$ cat src/rtl/gumnut_port_pkg.sv
// rtl/gumnut_port_pkg.sv - shared constants and types for Gumnut port-bus peripherals
//
// Register offsets within an 8-port window, CTRL/STATUS bit positions,
// the CTRL register layout, and a helper for forming absolute port
// addresses from a window base and an offset.
package gumnut_port_pkg;

  localparam logic [2:0] OFS_CTRL     = 3'd0;
  localparam logic [2:0] OFS_STATUS   = 3'd1;
  localparam logic [2:0] OFS_RELOAD   = 3'd2;
  localparam logic [2:0] OFS_COUNT    = 3'd3;
  localparam logic [2:0] OFS_PRESCALE = 3'd4;

  localparam int CTRL_EN_BIT    = 0;
  localparam int CTRL_IE_BIT    = 1;
  localparam int CTRL_AUTO_BIT  = 2;
  localparam int STATUS_EXP_BIT = 0;

  // Packed so that bit 0 is EN, bit 1 is IE and bit 2 is AUTO.
  typedef struct packed {
    logic auto_mode;
    logic ie;
    logic en;
  } ctrl_t;

  function automatic logic [7:0] reg_addr(input logic [7:0] base, input logic [2:0] ofs);
    return base + {5'd0, ofs};
  endfunction

endpackage

$ cat src/rtl/gumnut_prescaler.sv
// rtl/gumnut_prescaler.sv - 8-bit down-counting clock prescaler with restart
//
// Ports:
//   clk_i      system clock
//   rst_ni     asynchronous active-low reset
//   en_i       count while high, hold while low
//   restart_i  reload the counter from divisor_i
//   divisor_i  tick period minus one
//   tick_o     one-cycle pulse every divisor_i+1 enabled clocks
module gumnut_prescaler (
  input  logic       clk_i,
  input  logic       rst_ni,
  input  logic       en_i,
  input  logic       restart_i,
  input  logic [7:0] divisor_i,
  output logic       tick_o
);

  logic [7:0] cnt_q;

  // The tick is emitted in the cycle the counter sits at zero; the wrap
  // back to the divisor happens on the same edge that consumes the tick.
  assign tick_o = en_i & (cnt_q == 8'd0);

  always_ff @(posedge clk_i or negedge rst_ni) begin
    if (!rst_ni) begin
      cnt_q <= 8'd0;
    end else if (restart_i) begin
      cnt_q <= divisor_i;
    end else if (en_i) begin
      if (cnt_q == 8'd0) cnt_q <= divisor_i;
      else               cnt_q <= cnt_q - 8'd1;
    end
  end

endmodule

$ cat src/rtl/gumnut_port_timer.sv
// rtl/gumnut_port_timer.sv - programmable interval timer on the Gumnut port bus
//
// Ports:
//   clk_i       system clock
//   rst_ni      asynchronous active-low reset
//   port_cyc_i  bus cycle active
//   port_stb_i  transfer strobe
//   port_we_i   1 = write, 0 = read
//   port_adr_i  port address
//   port_dat_i  write data
//   port_ack_o  registered single-cycle acknowledge
//   port_dat_o  read data, zero whenever port_ack_o is low
//   int_req_o   interrupt request (EXP & IE)
//   int_ack_i   interrupt taken pulse from the core
module gumnut_port_timer
  import gumnut_port_pkg::*;
#(
  parameter logic [7:0] BASE_ADDR = 8'h10
) (
  input  logic       clk_i,
  input  logic       rst_ni,
  input  logic       port_cyc_i,
  input  logic       port_stb_i,
  input  logic       port_we_i,
  input  logic [7:0] port_adr_i,
  input  logic [7:0] port_dat_i,
  output logic       port_ack_o,
  output logic [7:0] port_dat_o,
  output logic       int_req_o,
  input  logic       int_ack_i
);

  ctrl_t      ctrl_q;
  logic       exp_q;
  logic [7:0] reload_q;
  logic [7:0] count_q;
  logic [7:0] prescale_q;
  logic       xfer_hold_q;

  logic       cyc_stb;
  logic       req;
  logic       wr;
  logic       rd;
  logic [2:0] ofs;
  logic       wr_ctrl;
  logic       wr_status;
  logic       wr_reload;
  logic       wr_prescale;
  logic       tick;
  logic       restart;
  logic       expire;
  logic       exp_clr;
  logic [7:0] rdata;

  assign cyc_stb = port_cyc_i & port_stb_i;
  assign ofs     = port_adr_i[2:0];

  // xfer_hold_q stays set while the same strobe is held after its ack, so a
  // master that keeps the strobe up gets exactly one acknowledge.
  assign req = cyc_stb & (port_adr_i[7:3] == BASE_ADDR[7:3]) & ~xfer_hold_q & ~port_ack_o;
  assign wr  = req & port_we_i;
  assign rd  = req & ~port_we_i;

  assign wr_ctrl     = wr & (ofs == OFS_CTRL);
  assign wr_status   = wr & (ofs == OFS_STATUS);
  assign wr_reload   = wr & (ofs == OFS_RELOAD);
  assign wr_prescale = wr & (ofs == OFS_PRESCALE);

  // Restart on any RELOAD write, and on a CTRL write that turns EN on.
  assign restart = wr_reload | (wr_ctrl & port_dat_i[CTRL_EN_BIT] & ~ctrl_q.en);

  gumnut_prescaler u_prescaler (
    .clk_i     (clk_i),
    .rst_ni    (rst_ni),
    .en_i      (ctrl_q.en),
    .restart_i (restart),
    .divisor_i (prescale_q),
    .tick_o    (tick)
  );

  assign expire    = tick & (count_q == 8'd0);
  assign int_req_o = exp_q & ctrl_q.ie;
  assign exp_clr   = (wr_status & port_dat_i[STATUS_EXP_BIT]) | (int_ack_i & int_req_o);

  always_comb begin
    rdata = 8'h00;
    case (ofs)
      OFS_CTRL:     rdata = {5'd0, ctrl_q};
      OFS_STATUS:   rdata = {7'd0, exp_q};
      OFS_RELOAD:   rdata = reload_q;
      OFS_COUNT:    rdata = count_q;
      OFS_PRESCALE: rdata = prescale_q;
      default:      rdata = 8'h00;
    endcase
  end

  always_ff @(posedge clk_i or negedge rst_ni) begin
    if (!rst_ni) begin
      port_ack_o  <= 1'b0;
      port_dat_o  <= 8'h00;
      xfer_hold_q <= 1'b0;
      ctrl_q      <= '0;
      exp_q       <= 1'b0;
      reload_q    <= 8'h00;
      count_q     <= 8'h00;
      prescale_q  <= 8'h00;
    end else begin
      port_ack_o  <= req;
      port_dat_o  <= rd ? rdata : 8'h00;
      xfer_hold_q <= cyc_stb & (xfer_hold_q | req);

      // A new expiry beats any clear in the same cycle.
      exp_q <= expire | (exp_q & ~exp_clr);

      if (wr_reload)   reload_q   <= port_dat_i;
      if (wr_prescale) prescale_q <= port_dat_i;

      // A RELOAD write overrides the tick's decrement or auto-reload.
      if (wr_reload) begin
        count_q <= port_dat_i;
      end else if (tick) begin
        if (count_q != 8'd0)       count_q <= count_q - 8'd1;
        else if (ctrl_q.auto_mode) count_q <= reload_q;
      end

      // An explicit CTRL write wins over the one-shot EN clear.
      if (wr_ctrl) begin
        ctrl_q <= ctrl_t'(port_dat_i[2:0]);
      end else if (expire && !ctrl_q.auto_mode) begin
        ctrl_q.en <= 1'b0;
      end
    end
  end

endmodule

$ cat config.mk
export PLATFORM = sky130hd
export DESIGN_NAME = gumnut_port_timer
export DESIGN_NICKNAME = d
export VERILOG_FILES = /design/src/rtl/gumnut_port_pkg.sv /design/src/rtl/gumnut_prescaler.sv /design/src/rtl/gumnut_port_timer.sv
export SDC_FILE = /design/constraint.sdc
export NUM_CORES = 1
export LEC_CHECK = 0
export CAP_MARGIN = 0
export CORE_AREA = 3 3 73 75
export DETAILED_ROUTE_END_ITERATION = 12
export DIE_AREA = 0 0 76 78
export PLACE_DENSITY_LB_ADDON = 0.2
export SLEW_MARGIN = 20
export SYNTH_ARGS = -nofsm -noshare
export SYNTH_HDL_FRONTEND = slang
export SYNTH_SLANG_ARGS = --single-unit
$ cat constraint.sdc
create_clock -name clk_i -period 6.5 [get_ports clk_i]
set_input_delay 1.3 -clock clk_i [delete_from_list [all_inputs] [get_ports clk_i]]
set_output_delay 1.3 -clock clk_i [all_outputs]
set_load 0.02 [all_outputs]
# Word level (Yosys, flattened, before mapping)
# Cells that the tools add are included.
totals:
  in_bits: 22
  register_bits: 46
op_classes:
  eq_ne: 5
  bitwise_logic: 28
  add_sub_neg: 2
  reduce_logical: 11
  n_mux: 11
ops:
  columns: ["operator", "count"]
  rows:
  - ["$mux W8", 8]
  - ["$pmux W8 S5", 1]
  - ["$and A1 B1 Y1", 19]
  - ["$logic_not A8 Y1", 2]
  - ["$sub A8 B1 Y8 const B", 2]
  - ["$reduce_bool A8 Y1", 1]
  - ["$eq A3 B2 Y1 const B", 2]
  - ["$reduce_bool A2 Y1", 3]
  - ["$eq A5 B2 Y1 const B", 1]
  - ["$not A1 Y1", 5]
  - ["$or A1 B1 Y1", 4]
  - ["$eq A3 B1 Y1 const B", 1]
  - ["$eq A3 B3 Y1 const B", 1]
  - ["$logic_not A3 Y1", 1]
  - ["$reduce_bool A3 Y1", 1]
  - ["$mux W1", 2]
  - ["$reduce_and A2 Y1", 1]
  - ["$logic_and A1 B1 Y1", 1]
  - ["$logic_not A1 Y1", 1]

# Logic depth before layout (Yosys ltp)
logic_depth:
  word_depth: 11
  depth_mapped: 8

# Cells and area by module
# A second synthesis with hierarchy kept.
hier_totals:
  cells_unflattened: 262
  area_unflattened_um2: 2753.9
by_module_without_submodules:
  columns: ["mod", "area_per_inst_um2", "n_inst", "seq_area_each_um2", "cells_per_inst"]
  rows:
  - ["gumnut_port_timer", 2139.6, 1, 950.9, 202]
  - ["gumnut_prescaler", 614.3, 1, 200.2, 60]

# Least setup slack after synthesis
# No wires, ideal clock.
synth_timing:
  kind: "input-to-reg"
  startpoint: "input port_adr_i[5]"
  endpoint: "register ctrl_q[1] in the netlist's numbering"
  path_slack_ns: 3.356
  setup_ns: 0.125
  n_path_buf: 1
  t_required_ns: 6.375
  path_stages: 5
  arrival_ns: 3.019
  path_cell_list: "or4_1 -> buf_2 -> or4_4 -> nor2_2 -> mux2_2"
synth_between:
  elab_chain_cells: 6
synth_rtl:
  columns: ["item", "line", "rtl"]
  rows:
  - ["start: declaration", "gumnut_port_timer.sv:25", "input logic [7:0] port_adr_i,"]
  - ["$eq A5 B2 Y1", "gumnut_port_timer.sv:60", "assign req = cyc_stb & (port_adr_i[7:3] == BASE_ADDR[7:3]) & ~xfer_hold_q & ~port_ack_o;"]
  - ["$and A1 B1 Y1 (3 in a row)", "gumnut_port_timer.sv:60", null]
  - ["$and A1 B1 Y1", "gumnut_port_timer.sv:61", "assign wr = req & port_we_i;"]
  - ["$and A1 B1 Y1", "gumnut_port_timer.sv:64", "assign wr_ctrl = wr & (ofs == OFS_CTRL);"]
  - ["end signal: assignment", "gumnut_port_timer.sv:128", "ctrl_q <= ctrl_t'(port_dat_i[2:0]);"]
  - ["end: declaration", "gumnut_port_timer.sv:33", "ctrl_t ctrl_q;"]
# No other way between the ends.
# A chain may end at the register's enable or synchronous reset.

# Final worst setup path
layout_timing:
  startpoint: "input port_adr_i[0]"
  endpoint: "register count_q[6]"
layout_between:
  elab_chain_cells: 4
  elab_cells_between_ends: 6
  cone_classes: "eq/ne (1); mux (1); bitwise (1); reduce/logical (3)"
layout_rtl:
  columns: ["item", "line", "rtl"]
  rows:
  - ["$eq A3 B2 Y1 (*)", "gumnut_port_timer.sv:66", "assign wr_reload = wr & (ofs == OFS_RELOAD);"]
  - ["$and A1 B1 Y1 (*)", "gumnut_port_timer.sv:66", null]
  - ["$reduce_bool A3 Y1 (no source line) / $reduce_bool A2 Y1 (equally long branches)", null, null]
  - ["$reduce_and A2 Y1 (no source line)", null, null]
  - ["end signal: assignment", "gumnut_port_timer.sv:120", "count_q <= port_dat_i;"]
  - ["end signal: assignment", "gumnut_port_timer.sv:122", "if (count_q != 8'd0) count_q <= count_q - 8'd1;"]
  - ["end signal: assignment", "gumnut_port_timer.sv:123", "else if (ctrl_q.auto_mode) count_q <= reload_q;"]
  - ["end: declaration", "gumnut_port_timer.sv:36", "logic [7:0] count_q;"]
# Every way passes the cells marked *; elsewhere a longest branch is shown, timed or not.

==> impl_table.tex <==
\begin{tabular}{lr}
\hline
Metric & Value \\
\hline
\multicolumn{2}{l}{\textbf{Global route}} \\
\quad Pin count of the biggest net entering global routing & 47 \\
\quad Total routing usage reported by global routing & 0.222 \\
\quad Grt ovf & 0 \\
\quad Via count of the first global-routing pass & 2091 \\
\quad Global-route wire length before repair & a little over 10000 µm \\
\quad Number of antenna violations at the first check in global routing & 0 \\
\multicolumn{2}{l}{\textbf{Timing}} \\
\quad Maximum clock frequency & 281 MHz \\
\quad Share of the clock period used by the worst path & 0.548 \\
\quad Number of endpoints failing setup at the final stage & 0 \\
\quad Count of final hold-check violations & 0 \\
\quad Final critical path time including I/O delays and setup & 3560 ps \\
\quad Count of pins over their slew limit & 0 \\
\quad Worst slew slack as a fraction of its limit & 0.524 \\
\quad Final setup skew & 8.15 ps \\
\quad RSZ-0062 raised after global routing & false \\
\quad Actual slew at the worst max-slew pin & 708 ps \\
\quad Sum of negative setup slack & 0 ps \\
\multicolumn{2}{l}{\textbf{Clocking}} \\
\quad TritonCTS clock tree & built \\
\quad Clock slew seen by the registers of the worst setup and hold paths & 90 ps \\
\quad Post-CTS Hold Buffers & 0 \\
\quad Sinks on the clock net & 46 \\
\quad H-tree depth & 2 \\
\quad Total clock buffers created by CTS & 5 \\
\quad PostCTS Resize Cnt & 0 \\
\quad Number of buffers on the longest clock path & 2 \\
\quad \# Post-CTS Setup Buffers & 0 \\
\quad Clock latency on the worst-skew pair & around 300 ps \\
\quad Cell at the root of the clock tree & sky130\_fd\_sc\_hd\_\_clkbuf\_8 \\
\multicolumn{2}{l}{\textbf{Critical path}} \\
\quad Startpoint-to-endpoint class of the critical path & in -> reg \\
\quad Startpoint class of the critical path & primary input \\
\quad Signal arrival time at the worst endpoint & between 3000 and 4000 ps \\
\quad Worst Path Max Fanout & 17 \\
\quad Delay of the slowest cell on the worst path & between 600 and 700 ps \\
\quad Gate family responsible for the most delay along the worst path & simple AND/OR/NAND/NOR gates \\
\quad Crit path buffers/inverters & 1 \\
\quad Library cell contributing the largest single delay on the critical path & sky130\_fd\_sc\_hd\_\_clkdlybuf4s50\_1 \\
\quad Cells along the critical path & clkdlybuf4s50\_1 -> or3b\_2 -> nor4\_1 -> nand2\_1 -> o22a\_1 \\
\quad Worst Setup End Kind & flop \\
\quad Critical path required time & 6700 ps \\
\multicolumn{2}{l}{\textbf{Yosys}} \\
\quad Flip-flop and latch count after synthesis & 46 \\
\quad Most frequently used cell type in the post-synthesis netlist & sky130\_fd\_sc\_hd\_\_dfrtp\_1 \\
\quad Share of synthesized registers carrying an async set or reset & 1.00 \\
\quad Post-synth cell types & 54 \\
\quad Largest area contributor in the netlist & sky130\_fd\_sc\_hd\_\_dfrtp\_1 \\
\quad Warnings from Yosys & 0 \\
\quad Fraction of synthesized cell area taken by the top area cell type & 0.440 \\
\quad Sequential share of the synthesized area & 0.440 \\
\quad Net count of the mapped netlist & between 300 and 400 \\
\quad Synthesized instance count & 283 \\
\quad Post-synth EDFFs & 0 \\
\quad Synthesized area & 2620 µm² \\
\quad Post-synthesis area per instance & 9.25 µm² \\
\quad Main synth FF type & sky130\_fd\_sc\_hd\_\_dfrtp\_1 \\
\quad Top cells by area in the synthesized netlist & sky130\_fd\_sc\_hd\_\_dfrtp\_1, sky130\_fd\_sc\_hd\_\_mux2\_2, sky130\_fd\_sc\_hd\_\_nand2\_1 \\
\quad Most frequent cells after synthesis & sky130\_fd\_sc\_hd\_\_dfrtp\_1, sky130\_fd\_sc\_hd\_\_nand2\_1, sky130\_fd\_sc\_hd\_\_nor2\_1, sky130\_fd\_sc\_hd\_\_a21oi\_1, sky130\_fd\_sc\_hd\_\_a22oi\_1 \\
\multicolumn{2}{l}{\textbf{Hold path}} \\
\quad Class of the tightest hold or removal check & reg -> reg \\
\multicolumn{2}{l}{\textbf{Placement}} \\
\quad Gp weighted congestion & 0.876 \\
\quad Post-placement cell area & between 2000 and 3000 µm² \\
\quad Post-Place Cells & 367 \\
\quad Placed wire-length estimate after detailed placement & about 4500 µm \\
\quad Total of buffers placed on input and output ports & 31 \\
\multicolumn{2}{l}{\textbf{Cells and area}} \\
\quad Fin area & 3030 µm² \\
\quad Number of fill cells in the layout & 409 \\
\quad Sequential standard cell area & between 1000 and 1500 µm² \\
\quad Nets & 333 \\
\quad Share of post-route cells with drive strength above 1 & 0.107 \\
\quad Fin cells & 375 \\
\quad Inserted Diodes & 0 \\
\quad Footprint of the multi-input gates & 1360 µm² \\
\quad Final core occ & 0.641 \\
\quad Synthesis-to-layout area growth & 15.6\% \\
\multicolumn{2}{l}{\textbf{Power and ir drop}} \\
\quad Internal power contribution & 0.492 mW \\
\quad Sequential share of power & 0.504 \\
\quad Switching pwr & 0.233 mW \\
\quad Largest voltage drop on the vdd net & 0.215 mV \\
\quad Clock group share of total power & 0.238 \\
\quad Power density over cell area & 239 nW/µm² \\
\quad Overall Power & 0.725 mW \\
\quad Share of total power consumed by net switching & 0.322 \\
\quad Combinational Power Share & 0.258 \\
\quad Leakage component of the power & approximately 1.3 nW \\
\multicolumn{2}{l}{\textbf{Run}} \\
\quad Max-Cap Viols & 0 \\
\multicolumn{2}{l}{\textbf{Drt}} \\
\quad Detailed Route Iter0 Violations & around 140 \\
\quad Routed Wire Length & 6130 µm \\
\quad Count of vias placed by the detailed router & 2213 \\
\quad DRC violations left & 0 \\
\quad WL per Instance & 16.3 µm \\
\quad Remaining antenna violation count after routing & 0 \\
\quad Number of detailed-route iterations in the first pass & 4 \\
\quad Via density per instance & 5.90 \\
\multicolumn{2}{l}{\textbf{Floorplan}} \\
\quad Die height & 78 µm \\
\quad I/O pins & 32 \\
\quad Standard-cell row count & 25 \\
\quad Total Die Area & 5930 µm² \\
\quad Area of the core region & about 4700 µm² \\
\quad Overall die width & between 70 and 80 µm \\
\quad Initial core utilization & 0.554 \\
\multicolumn{2}{l}{\textbf{Outcome}} \\
\quad Run status & completed \\
\hline
\end{tabular}
-- cell usage in the layout (no fill, tap or decap), types with 2 or more instances in the layout --
master / instances
sky130_fd_sc_hd__mux2i_1: 4
sky130_fd_sc_hd__o31ai_1: 4
sky130_fd_sc_hd__nor2b_1: 3
sky130_fd_sc_hd__or3_1: 2
sky130_fd_sc_hd__nor3b_1: 4
sky130_fd_sc_hd__xor2_1: 2
sky130_fd_sc_hd__nand2_1: 34
sky130_fd_sc_hd__nand3_1: 8
sky130_fd_sc_hd__a21o_1: 2
sky130_fd_sc_hd__nor4_1: 3
sky130_fd_sc_hd__xnor2_1: 3
sky130_fd_sc_hd__o21ai_1: 8
sky130_fd_sc_hd__ha_1: 4
sky130_fd_sc_hd__and2_1: 5
sky130_fd_sc_hd__clkdlybuf4s50_1: 30
sky130_fd_sc_hd__dfrtp_1: 46
sky130_fd_sc_hd__or3b_2: 3
sky130_fd_sc_hd__a2bb2oi_1: 3
sky130_fd_sc_hd__a21oi_2: 2
sky130_fd_sc_hd__nor3_1: 6
sky130_fd_sc_hd__inv_1: 9
sky130_fd_sc_hd__nand3b_1: 2
sky130_fd_sc_hd__a22oi_1: 14
sky130_fd_sc_hd__a211o_1: 2
sky130_fd_sc_hd__or4_4: 2
sky130_fd_sc_hd__o21ai_0: 3
sky130_fd_sc_hd__clkbuf_8: 5
sky130_fd_sc_hd__nor2_1: 32
sky130_fd_sc_hd__a21oi_1: 15
sky130_fd_sc_hd__o22ai_1: 4
sky130_fd_sc_hd__or4_1: 3
sky130_fd_sc_hd__o22a_1: 4
sky130_fd_sc_hd__o211ai_1: 3
sky130_fd_sc_hd__mux2_2: 12
-- through the flow --
step           worst slack, ps  hold slack (ps)
6_report                  2940              501
5_1_grt                   2770              532
4_1_cts                   2990              503
3_3_place_gp              2750              481
2_1_floorplan             3360              461
3_5_place_dp              2650              483
-- power groups by stage --
stage / combinational [mW] / clock, mW / sequential, mW
3_5_place_dp: 0.187 / 0 / 0.369
2_1_floorplan: 0.144 / 0 / 0.356
6_report: 0.187 / 0.172 / 0.366
5_1_grt: 0.213 / 0.191 / 0.369
4_1_cts: 0.187 / 0.179 / 0.364
3_3_place_gp: 0.181 / 0 / 0.368
-- metal layers --
layer | up-vias | part of all wire | wire, µm | global-route usage
li1 | 1069 | - | - | -
met1 | 1055 | 0.45 | 2750 | 0.295
met2 | 78 | 0.46 | 2790 | 0.353
met3 | 11 | 0.077 | 474 | 0.0545
met4 | 0 | 0.018 | 110 | 0.0815
met5 | - | 0 | 0 | 0
-- worst paths after layout --
path,startpoint,endpoint,slack [ps],cells after the start
min reg2reg,reload_q[1],reload_q[1],500,2
max reg2reg,count_q[2],count_q[2],3820,5
min in group asynchronous,rst_ni,xfer_hold_q,980,1
max,port_adr_i[0],count_q[6],2940,5
max in group asynchronous,rst_ni,u_prescaler.cnt_q[2],5100,1
min,reload_q[1],reload_q[1],500,2
-- tightest hold or removal path: stages (launching register included) --
cell and delay, ps:
sky130_fd_sc_hd__dfrtp_1 370, sky130_fd_sc_hd__nand2_1 60, sky130_fd_sc_hd__nand2_1 50
-- kinds of logic after synthesis --
family,count (synthesis),share of synthesized area
xor gates and xnor gates,5,0.0167
AOI/OAI and AO/OA,76,0.204
and+or+nand+nor,113,0.214
DFF,46,0.440
muxes,16,0.0669
adders and majority gates,4,0.0191
buffers and inverters,23,0.0392
-- layout make-up --
cell class | instances | share of cell area
multi-input cells | 214 | 0.451
flip-flops and latches | 46 | 0.380
repair buffers | 31 | 0.102
inverters | 9 | 0.0112
clock inverters | 2 | 0.00455
clock buffers | 6 | 0.0240
well taps | 67 | 0.0277
-- state kept, by name (all words and copies together), names as in the netlist --
name               cells
port_dat_o             8
exp_q                  1
count_q                8
prescale_q             8
xfer_hold_q            1
reload_q               8
u_prescaler.cnt_q      8
ctrl_q                 3
port_ack_o             1
Power figures use the tool's default switching activity.
